## config.mk

```make
export PLATFORM = sky130hd
export DESIGN_NAME = aes_round_ctrl
export DESIGN_NICKNAME = d
export VERILOG_FILES = /design/src/rtl/aes_round_ctrl.sv
export SDC_FILE = /design/constraint.sdc
export NUM_CORES = 1
export LEC_CHECK = 0
export CORE_AREA = 3 3 351 353
export DETAILED_ROUTE_END_ITERATION = 12
export DIE_AREA = 0 0 354 356
export GPL_ROUTABILITY_DRIVEN = 0
export PLACE_DENSITY = 0.43
export RECOVER_POWER = 25
export SETUP_SLACK_MARGIN = 0.1
export SYNTH_ARGS = -nofsm -noshare
export SYNTH_HDL_FRONTEND = slang
export SYNTH_SLANG_ARGS = --single-unit
```

## constraint.sdc

```tcl
create_clock -name clk -period 8.6 [get_ports clk]
set_clock_uncertainty 0.05 [all_clocks]
set_input_delay 1.29 -clock clk [delete_from_list [all_inputs] [get_ports clk]]
set_output_delay 1.29 -clock clk [all_outputs]
set_load 0.02 [all_outputs]
```

## src/rtl/aes_round_ctrl.sv

```systemverilog
// AES-128 round sequencer: owns the 128-bit cipher state and walks it through
// the initial AddRoundKey and NR rounds. SubBytes runs on an external, clocked
// S-box block and MixColumns on an external combinational block. ShiftRows is
// plain wiring. The external key schedule supplies round_key for round_idx.
module aes_round_ctrl #(
  parameter int unsigned NR       = 10,  // number of rounds, 1..14
  parameter int unsigned SBOX_LAT = 1    // sub_byte latency in cycles, 1..4
) (
  input  logic         clk,
  input  logic         rst,
  input  logic         start,
  input  logic [127:0] block_in,
  output logic         ready,
  output logic         busy,
  output logic [3:0]   round_idx,
  input  logic [127:0] round_key,
  output logic [127:0] sb_in,
  input  logic [127:0] sb_out,
  output logic [127:0] mc_in,
  input  logic [127:0] mc_out,
  output logic [127:0] block_out,
  output logic         done
);

  typedef enum logic [1:0] {
    IDLE  = 2'd0,
    SUB   = 2'd1,
    ROUND = 2'd2
  } state_t;

  localparam logic [3:0] NR_IDX   = 4'(NR);
  localparam logic [2:0] LAT_LAST = 3'(SBOX_LAT - 1);

  state_t       state_q;
  state_t       state_d;
  logic [127:0] state_reg;
  logic [127:0] state_reg_d;
  logic [3:0]   round_idx_d;
  logic [2:0]   lat_cnt;
  logic [2:0]   lat_cnt_d;
  logic [127:0] block_out_d;
  logic         done_d;

  // ShiftRows: output byte k takes input byte (k + 4*(k mod 4)) mod 16,
  // i.e. row r of the column-major state rotates left by r columns.
  for (genvar k = 0; k < 16; k++) begin : g_shift_rows
    assign mc_in[127-8*k -: 8] = sb_out[127-8*((k + 4*(k % 4)) % 16) -: 8];
  end

  // The S-box input follows the state register in every state; it only
  // matters while in SUB, where the register is not written.
  assign sb_in = state_reg;
  assign ready = (state_q == IDLE);
  assign busy  = (state_q != IDLE);

  // FSM state and all datapath registers, async clear on rst.
  always_ff @(posedge clk or posedge rst) begin
    if (rst) begin
      state_q   <= IDLE;
      state_reg <= '0;
      round_idx <= '0;
      lat_cnt   <= '0;
      block_out <= '0;
      done      <= 1'b0;
    end else begin
      state_q   <= state_d;
      state_reg <= state_reg_d;
      round_idx <= round_idx_d;
      lat_cnt   <= lat_cnt_d;
      block_out <= block_out_d;
      done      <= done_d;
    end
  end

  // Next-state and next-register values for the round sequencing.
  always_comb begin
    state_d     = state_q;
    state_reg_d = state_reg;
    round_idx_d = round_idx;
    lat_cnt_d   = lat_cnt;
    block_out_d = block_out;
    done_d      = 1'b0;

    unique case (state_q)
      IDLE: begin
        if (start) begin
          // Initial AddRoundKey with round_key[0] (round_idx is 0 in IDLE).
          state_reg_d = block_in ^ round_key;
          round_idx_d = 4'd1;
          lat_cnt_d   = '0;
          state_d     = SUB;
        end
      end

      SUB: begin
        if (lat_cnt == LAT_LAST) begin
          lat_cnt_d = '0;
          state_d   = ROUND;
        end else begin
          lat_cnt_d = lat_cnt + 3'd1;
        end
      end

      ROUND: begin
        if (round_idx == NR_IDX) begin
          // Final round skips MixColumns.
          block_out_d = mc_in ^ round_key;
          done_d      = 1'b1;
          round_idx_d = '0;
          state_d     = IDLE;
        end else begin
          state_reg_d = mc_out ^ round_key;
          round_idx_d = round_idx + 4'd1;
          state_d     = SUB;
        end
      end

      default: begin
        state_d = IDLE;
      end
    endcase
  end

endmodule

```

Yosys cells after proc, flatten, opt, wreduce, memory -nomap -nowiden --
Index checks and enable logic that the tools add are counted.
Storage, ports and cells: output and inout bits 391, register bits 266, word-level logic and storage cells 42, input bits 515
Operators by class: multiplexer cells 15, add/sub/neg operators 2, bitwise operators 3, eq/ne operators 6, reductions and logical operators 10
Operators by type and width (number):
- bitwise XOR 128 bit | 3
- two-way mux 128 bit | 2
- case mux 128 bit (2 select lines) | 1
- two-way mux 4 bit | 2
- case mux 4 bit (2 select lines) | 1
- AND reduction 2 bit | 4
- two-way mux 3 bit | 2
- inequality test 2 bit (second input constant) | 3
- case mux 2 bit (3 select lines) | 1
- case mux 3 bit (2 select lines) | 1
- nonzero test 2 bit | 3
- adder 4 x 1 -> 4 bit (second input constant) | 1
- equality test 4 bit (second input constant) | 1
- two-way mux 2 bit | 2
- adder 3 x 1 -> 3 bit (second input constant) | 1
- logical NOT 3 bit | 1
- two-way mux 1 bit | 3
- AND reduction 3 bit | 1
- equality test 2 x 1 -> 1 bit (second input constant) | 1
- equality test 2 bit (second input constant) | 1
- logical NOT 2 bit | 1

Longest topological paths before layout --
depth in word-level cells 3, mapped depth 10, gate-level depth less buffers 6

Least setup slack after synthesis --
Ideal clock, no wire load.
path kind input -> output, start point input sb_out[32], end point output mc_in[0], stages 1, required time 7.260 ns, data arrival time 1.424 ns, buffers on the path 1, path slack 5.836 ns, cell sequence buf_4
RTL lines:
- start, declared | line 18 | input logic [127:0] sb_out,
- end, declared | line 19 | output logic [127:0] mc_in,
No word-level cell between the ends.

==> out/metrics.cfg <==
[sta]
drv_slew=184
finalSetupViolCount=0
period_share_pct=64.4
slew_headroom_pct=-119
fmax_ghz=0.181
finalHoldViolCount=0
period_needed_ps=5530
rsz0062_at_grt=false
worst_slew_pin_slew_ps=3290
setup_tns_ps=0

[global_routing]
grtUsageMet1_pct=15.3
top_usage_layer=met2
grt-ovfl-total=0
met2_usage_pct=20.2
grtUsageMet3_pct=3.84
first_global_vias=12600
grt_start_max_net_pins=154
grt_pass1_wl_um=106000
antenna_found_initial=29
grt_usage_pct=12.0

[setup_path]
r2r_cells=5
critPathCaptureType=async pin
path_max_fanout=112
reg2reg_from=state_q[1]
critPathKind=input port to async pin
cp.arrival_ps=5400
critical_path_required_ps=8470
r2r_slack_ps=3520
rr_endpoint=block_out[55]
startpoint_type=input port

[synthesis]
yosysUniqueCellTypes=30
seq_area_frac_synth_pct=44.6
yosys-top-cells-area=dfrtp_1 45%, xnor2_1 15%, mux2_4 10%
synth_top_cell_area_share_pct=44.6
synth-seq-cells=266
netlist_instances=1266
synth_fa_ha_area_share_pct=0.335
synth_top_family_by_area=multiplexers
yosys.area_share.simple_pct=3.99
synth_area_mm2=0.0149
yosys.area.top_type=dfrtp_1
ys_async_sr_fraction_pct=100
syn_nets=1785
yosys_most_used_dff=dfrtp_1
synth_edf_count=0
ys_warn_count=0
syn_avg_cell_area_um2=11.8
synth_compound_area_share_pct=4.89
synthXorXnorAreaFrac_pct=15.0
synth_mux_area_share_pct=20.7

[min_path]
hp-class=register to register
hp-start=lat_cnt[2]
hold_path_end=state_q[1]
hold_depth=1

[floorplanning]
io_pins=906
fp.coreArea_mm2=0.120
initial_utilization_pct=12.4
row_count=127
die_area_mm2=0.126
die_w_um=354
fp.dieH_um=356

[routing]
vias=12000
ant_nets=0
drt-pass1-iter-count=5
finalWirelength_um=79500
wl_per_cell_um=21.7
avgViaCountPerCell=3.28
drtIter0Drc=383
drc=0

[power]
combPwrFrac_pct=50.0
ir_drop_mv=0.136
p_per_area_mw_per_mm2=266
pwr-share-clk_pct=22.3
switching_share_pct=36.7
p_sw_mw=2.51
cellLeakagePower_nw=9.94
intPower_mw=4.33
p_seq_share_pct=27.6

[clock_network]
path_clk_slew_ps=70
cts_root_buf=clkbuf_16
holdBufCountCts=0
post_cts_buffers=0
cts_inserted_buffers=37
clockBufferDepth=3
cts.sinks=266
h-tree-depth=2
cts_tree=yes
clk_latency_ps=560
cts_resized=0

[final_layout]
fin_nets=2551
final_common_cell=clkdlybuf4s50_1
final_cell_mix=903 x clkdlybuf4s50_1, 266 x dfrtp_1, 256 x xnor2_1
fin_util_pct=21.4
drive_gt1_share_pct=9.35
area_delta_synth_final_pct=72.4

[flow_run]
cap_violations=4

[run_status]
status=finished, violations left
violations=max-capacitance violations, max-slew violations

[place]
dp_hpwl_um=66200
numPortBuffers=905

worst max-delay path by stage:
stage	start	endpoint	slack, ps	cells past startpoint
6_report	rst	block_out[91]	3070	3
5_1_grt	rst	block_out[37]	2240	3
3_5_place_dp	sb_out[5]	mc_in[101]	4390	2
2_1_floorplan	rst	block_out[0]	3750	1
3_3_place_gp	sb_out[5]	mc_in[101]	4370	2
4_1_cts	sb_out[5]	mc_in[101]	4370	2
sequential cells by signal, indices dropped and copies added, names as in the netlist:
| register | flops |
|---|---|
| state_q | 2 |
| round_idx | 4 |
| done | 1 |
| block_out | 128 |
| sb_in | 128 |
| lat_cnt | 3 |
through the flow:
stage	cell area [um2]	power, mW	hold WS (ps)	instances	worst slack (ps)
after CTS	25800	7.05	443	3666	4370
after global placement	24600	5.42	432	3605	4370
after detailed placement	24600	5.42	433	3605	4390
after floorplan	14900	3.90	408	1266	3750
after global routing	25700	7.24	468	3667	2240
final	25700	6.85	447	3670	3070
logic make-up after synthesis:
| kind of cell | after synthesis |
|---|---|
| adder cells (fa/ha/maj) | 4 |
| AND/OR/NAND/NOR | 148 |
| AO/OA/AOI/OAI | 142 |
| buffers and inverters | 194 |
| multiplexers | 256 |
| XOR/XNOR | 256 |
| flip-flops | 266 |
power groups by stage:
stage | Clock [mW] | Combinational, mW | Sequential [mW]
after floorplan | 0 | 1.55 | 2.35
after global placement | 0 | 3.51 | 1.91
after detailed placement | 0 | 3.51 | 1.91
after CTS | 1.63 | 3.52 | 1.90
after global routing | 1.66 | 3.62 | 1.95
final | 1.53 | 3.43 | 1.89
layout make-up:
| class | instances | area, um2 |
|---|---|---|
| Tap cell | 1612 | 2020 |
| Sequential cell | 266 | 6660 |
| Multi-Input combinational cell | 806 | 6710 |
| Fill cell | 13100 | 94400 |
| Antenna cell | 4 | 10.0 |
| Clock buffer | 52 | 1050 |
| Inverter | 7 | 27.5 |
| Timing Repair Buffer | 914 | 9160 |
| Clock inverter | 9 | 98.8 |
worst max-delay path, cell delays in order:
cell and delay, ps:
dlygate4sd3_1 540, clkinvlp_2 940, clkbuf_2 2320
layer usage:
layer | routed length (um) | up-vias
met4 | 1470 | 4
met1 | 33700 | 5726
met5 | 25 | -
li1 | - | 5652
met2 | 38100 | 541
met3 | 6210 | 105
synth_stat cells, types with 7 or more instances:
| library cell | n |
|---|---|
| a21oi_1 | 129 |
| buf_12 | 11 |
| buf_2 | 20 |
| buf_4 | 141 |
| buf_6 | 13 |
| dfrtp_1 | 266 |
| inv_1 | 7 |
| mux2_2 | 28 |
| mux2_4 | 100 |
| mux2i_1 | 128 |
| nor2_1 | 132 |
| o21ai_0 | 7 |
| xnor2_1 | 256 |
Note: power is estimated with default switching activity, not from simulation.
